**src/rtl/race_light_monitor.sv**
```systemverilog
// race_light_monitor
//   Track-side consumer of the race-light lamps. Follows the RED -> YELLOW ->
//   GREEN sequence and measures the racer's reaction time in clock cycles from
//   the first GREEN edge to the first LAUNCH edge. It also flags jump starts,
//   no-shows and illegal lamp patterns or orderings.
//
//   Every output is registered. An event sampled at edge k produces its pulse
//   during the cycle after edge k.
//
// Ports
//   CLOCK     in   system clock, rising-edge sampled
//   RESET     in   synchronous, active-high reset
//   RED       in   red lamp
//   YELLOW    in   yellow lamp
//   GREEN     in   green lamp
//   LAUNCH    in   racer launch, level
//   REACTION  out  last valid reaction count, held between results
//   VALID     out  1-cycle pulse: REACTION updated
//   FOUL      out  1-cycle pulse: LAUNCH while YELLOW
//   TIMEOUT   out  1-cycle pulse: no LAUNCH by MAX_REACT
//   SEQ_ERR   out  1-cycle pulse: illegal lamp pattern or order
//   STATE_DBG out  current FSM state (IDLE=0, ARMED=1, TIMING=2, LOCKOUT=3)
module race_light_monitor #(
  parameter int CNT_W     = 8,
  parameter int MAX_REACT = 200
) (
  input  logic             CLOCK,
  input  logic             RESET,
  input  logic             RED,
  input  logic             YELLOW,
  input  logic             GREEN,
  input  logic             LAUNCH,
  output logic [CNT_W-1:0] REACTION,
  output logic             VALID,
  output logic             FOUL,
  output logic             TIMEOUT,
  output logic             SEQ_ERR,
  output logic [1:0]       STATE_DBG
);

  typedef enum logic [1:0] {
    IDLE    = 2'd0,
    ARMED   = 2'd1,
    TIMING  = 2'd2,
    LOCKOUT = 2'd3
  } state_t;

  state_t           state, state_n;
  logic [CNT_W-1:0] cnt, cnt_n;
  logic [CNT_W-1:0] reaction_n;
  logic             valid_n, foul_n, timeout_n, seq_err_n;
  logic             lamps_legal;

  // Exactly one lamp lit. Anything else is illegal, and illegality overrides
  // every other decision in every state.
  assign lamps_legal = ({RED, YELLOW, GREEN} == 3'b100) ||
                       ({RED, YELLOW, GREEN} == 3'b010) ||
                       ({RED, YELLOW, GREEN} == 3'b001);

  always_comb begin
    state_n    = state;
    cnt_n      = cnt;
    reaction_n = REACTION;
    valid_n    = 1'b0;
    foul_n     = 1'b0;
    timeout_n  = 1'b0;
    seq_err_n  = 1'b0;

    if (!lamps_legal) begin
      seq_err_n = 1'b1;
      state_n   = LOCKOUT;
    end else begin
      case (state)
        IDLE: begin
          // LAUNCH is ignored while RED is lit.
          if (YELLOW) begin
            if (LAUNCH) begin
              foul_n  = 1'b1;
              state_n = LOCKOUT;
            end else begin
              state_n = ARMED;
            end
          end else if (GREEN) begin
            seq_err_n = 1'b1;
            state_n   = LOCKOUT;
          end
        end
        ARMED: begin
          if (YELLOW) begin
            if (LAUNCH) begin
              foul_n  = 1'b1;
              state_n = LOCKOUT;
            end
          end else if (GREEN) begin
            if (LAUNCH) begin
              reaction_n = '0;
              valid_n    = 1'b1;
              state_n    = LOCKOUT;
            end else begin
              // The first GREEN edge counts as 0, so the next edge sees 1.
              cnt_n   = CNT_W'(1);
              state_n = TIMING;
            end
          end else begin
            // RED before GREEN: the sequence was aborted.
            seq_err_n = 1'b1;
            state_n   = LOCKOUT;
          end
        end
        TIMING: begin
          // GREEN or RED both keep timing, because green may end early.
          if (YELLOW) begin
            seq_err_n = 1'b1;
            state_n   = LOCKOUT;
          end else if (LAUNCH) begin
            reaction_n = cnt;
            valid_n    = 1'b1;
            state_n    = LOCKOUT;
          end else if (cnt == CNT_W'(MAX_REACT)) begin
            timeout_n = 1'b1;
            state_n   = LOCKOUT;
          end else begin
            cnt_n = cnt + CNT_W'(1);
          end
        end
        LOCKOUT: begin
          // Rearm only on a clean RED with LAUNCH released. lamps_legal
          // already guarantees that YELLOW and GREEN are low here.
          if (RED && !LAUNCH) begin
            state_n = IDLE;
          end
        end
        default: state_n = IDLE;
      endcase
    end
  end

  always_ff @(posedge CLOCK) begin
    if (RESET) begin
      state    <= IDLE;
      cnt      <= '0;
      REACTION <= '0;
      VALID    <= 1'b0;
      FOUL     <= 1'b0;
      TIMEOUT  <= 1'b0;
      SEQ_ERR  <= 1'b0;
    end else begin
      state    <= state_n;
      cnt      <= cnt_n;
      REACTION <= reaction_n;
      VALID    <= valid_n;
      FOUL     <= foul_n;
      TIMEOUT  <= timeout_n;
      SEQ_ERR  <= seq_err_n;
    end
  end

  assign STATE_DBG = state;

endmodule
```
**config.mk**
```make
export PLATFORM = sky130hd
export DESIGN_NAME = race_light_monitor
export DESIGN_NICKNAME = d
export VERILOG_FILES = /design/src/rtl/race_light_monitor.sv
export SDC_FILE = /design/constraint.sdc
export NUM_CORES = 1
export LEC_CHECK = 0
export CAP_MARGIN = 0
export CORE_AREA = 4 4 58 60
export DETAILED_ROUTE_END_ITERATION = 6
export DIE_AREA = 0 0 62 64
export HOLD_SLACK_MARGIN = 0.15
export PLACE_DENSITY = 0.66
export SLEW_MARGIN = 20
export SYNTH_ARGS = -nofsm -noshare
export SYNTH_HDL_FRONTEND = slang
export SYNTH_SLANG_ARGS = --single-unit
```
**constraint.sdc**
```tcl
create_clock -name CLOCK -period 4.4 [get_ports CLOCK]
set_input_delay 0.88 -clock CLOCK [delete_from_list [all_inputs] [get_ports CLOCK]]
set_output_delay 0.88 -clock CLOCK [all_outputs]
set_load 0.03 [all_outputs]
```
==> key figures <==
Cells and area
  – Layout cell share with drive strength beyond 1: 7.32%
  – Area Growth Syn to Fin: 19.1%
  – # nets final: 179
  – Diode count: 0
  – Number of fill cells: 282

Die
  – Die area: 3970 µm²
  – FP Rows: 20
  – Die Span X: 62 µm
  – Io pins: 20
  – Core area: 2930 µm²
  – Starting Density: 43.4%
  – Die height: 64 µm

Synthesis
  – Yosys reg bits: 22
  – Syn Std Cell Area: 1270 µm²
  – Largest cells by area after synthesis: dfxtp_1 35%, ha_1 7.9%, nand3_1 5.9%
  – Xor-xnor portion of the synthesized cell area: 0.689%
  – Compound-Gate Fraction of Synth Area: 27.9%
  – Proportion of netlist area held by the largest area contributor: 34.6%
  – Post-synth top cells: 22 x dfxtp_1, 15 x nand3_1, 14 x a21oi_1
  – Main flop type after synthesis: dfxtp_1
  – Simple logic cell fraction of the synthesized area: 22.8%
  – Area leader, netlist: dfxtp_1
  – Asr flop ratio synth: 0%
  – Syn_nets: 163
  – Synth Area in Adders: 7.87%
  – Average cell area after synthesis: 8.53 µm²
  – Sequential fraction of the synthesis area: 34.6%
  – Yosys warning total: 0
  – Post-Syn Instances: 149
  – Number of flops mapped to enable cells by yosys: 0
  – Main combinational cell family by area after synthesis: compound AO/OA/AOI/OAI gates
  – Synth cell types: 43
  – Multiplexer share of the synthesized area: 0.787%
  – Leading cell type by number of instances after synthesis: dfxtp_1

Place
  – Dpl ws: 1670 ps
  – Port bufs: 19
  – GP Congestion: 0.830
  – Placed wire-length estimate: 1970 µm

Power and ir drop
  – Leakage: 0.000499 µW
  – Sw Ratio: 28.8%
  – Seq pwr share: 44.7%
  – Clock power frac: 33.0%
  – Peak VDD IR: 218 µV
  – PD cells: 312 nW/µm²
  – Net Sw Power: 136 µW
  – P_int: 336 µW
  – Total Power: 472 µW
  – Combinational power share: 22.3%

Clock tree
  – Quantity of hold-fixing buffers added after cts: 0
  – Clock sink total: 22
  – Clock latency at the later pin of the worst-skew pair: 310 ps
  – Clock slew at reported path FFs: 130 ps
  – CTS Root Cell: clkbuf_4
  – # resized after CTS: 0
  – CTS tree: done
  – Num CTS Buffers: 3
  – Max Buffers Root-to-Sink: 2
  – H-tree Lvls: 1
  – Postcts setup bufs: 0

Detailed routing
  – Total Wirelength: 2780 µm
  – Routed via count: 1146
  – 1st-pass router iterations: 4
  – Vias per cell: 5.82
  – DR WL/cell: 14.1 µm
  – Routed Antenna Nets: 0
  – Initial DRC Count: 36
  – Drc violations: 0

Global route
  – Tot GR Track Use: 14.9%
  – Largest net degree at the start of global routing: 24
  – GRT overflow: 0
  – Initial antenna violation count: 0
  – First-pass GRT wire length: 4570 µm
  – Number of global-route vias before repair: 1026

Flow run
  – # Max-Cap Violations: 0

STA
  – Clk_skew: 1.75 ps
  – Max Fclk: 0.412 GHz
  – Slew headroom: 44.6%
  – RSZ-0062 raised after global routing: false
  – Final setup fails: 0
  – Min Tclk post-route: 2430 ps
  – Final Max Slew Viols: 0
  – Total negative slack: 0 ps
  – Final Hold Violating Endpoints: 0
  – Final Cycle Share: 55.2%
  – Setup WS post-layout: 1970 ps
  – Worst slew pin tran: 828 ps

Setup path
  – Startpoint types: input pin
  – WP data required: 4600 ps
  – Worst r2r path cells: 6
  – Critical Path Fanout Max: 10
  – Crit path kind: in2reg
  – Crit path DAT: 2630 ps
  – Crit path capture type: flop
  – Flop2flop setup slack: 1990 ps

Outcome
  – Status: completed

Hold path
  – HP Class: reg2reg
  – Hold Path Stages: 2
-- power groups by stage --
stage                     Sequential [µW]  Combinational [µW]  Clock, µW
final                                 211                 105        156
after global routing                  212                 116        170
after CTS                             211                 105        160
after detailed placement              215                 104          0
after global placement                215                 103          0
after floorplan                       223                68.8          0
-- critical path: stages --
cell	delay [ps]
clkdlybuf4s50_1	640
nand4bb_1	220
nand3_1	300
and2_1	280
a311oi_1	300
-- cell families (layout without fill, tap and decap cells) --
kind of cell,count (synthesis),count (layout)
xor+xnor,1,1
buf+inv,15,30
compound gates,51,51
mux,1,1
simple gates,51,51
fa+ha+maj,8,8
flops,22,22
-- layout make-up --
class	count	area [µm²]	share of cell area, %
clock inverter	1	30.0	1.98
timing repair buffer	19	190	12.6
clock buffer	3	22.5	1.49
sequential	22	440	29.1
multi-input combinational	112	763	50.4
tap	33	41.3	2.73
inverter	7	26.3	1.74
-- cells in the final DEF (no fill, tap or decap), types with 5 or more instances in the layout --
cell and count:
ha_1 8, o21ai_1 9, clkdlybuf4s50_1 19, o21ai_0 5, nor2_1 8, nand3_1 15
a311oi_1 5, nand2_1 7, inv_1 7, a21oi_1 14, dfxtp_1 22
-- flip-flops by register name, indices dropped and copies added (netlist names) --
register   count
cnt            8
VALID          1
STATE_DBG      2
FOUL           1
REACTION       8
SEQ_ERR        1
TIMEOUT        1
-- path summary, 6_finish.rpt --
path / start / endpoint
max reg2reg: STATE_DBG[0] / cnt[5]
max: GREEN / cnt[5]
min reg2reg: REACTION[5] / REACTION[5]
min: REACTION[5] / REACTION[5]
-- layer usage --
metal,track usage (%),up-vias,routed length (µm)
li1,-,591,-
met1,21.6,517,1340
met5,0,-,0
met2,21.0,33,1250
met3,3.64,5,151
met4,5.04,0,35
-- stage by stage --
stage / hold slack, ps / util (%) / cell area (µm²) / std cells
floorplan: 470 / - / 1270 / 149
global placement: 462 / 49.9 / 1460 / 193
detailed placement: 471 / 49.9 / 1460 / 193
CTS: 489 / 51.7 / 1510 / 197
global route: 518 / 51.7 / 1510 / 197
finish: 488 / 51.7 / 1510 / 197
Power figures use the tool's default switching activity.
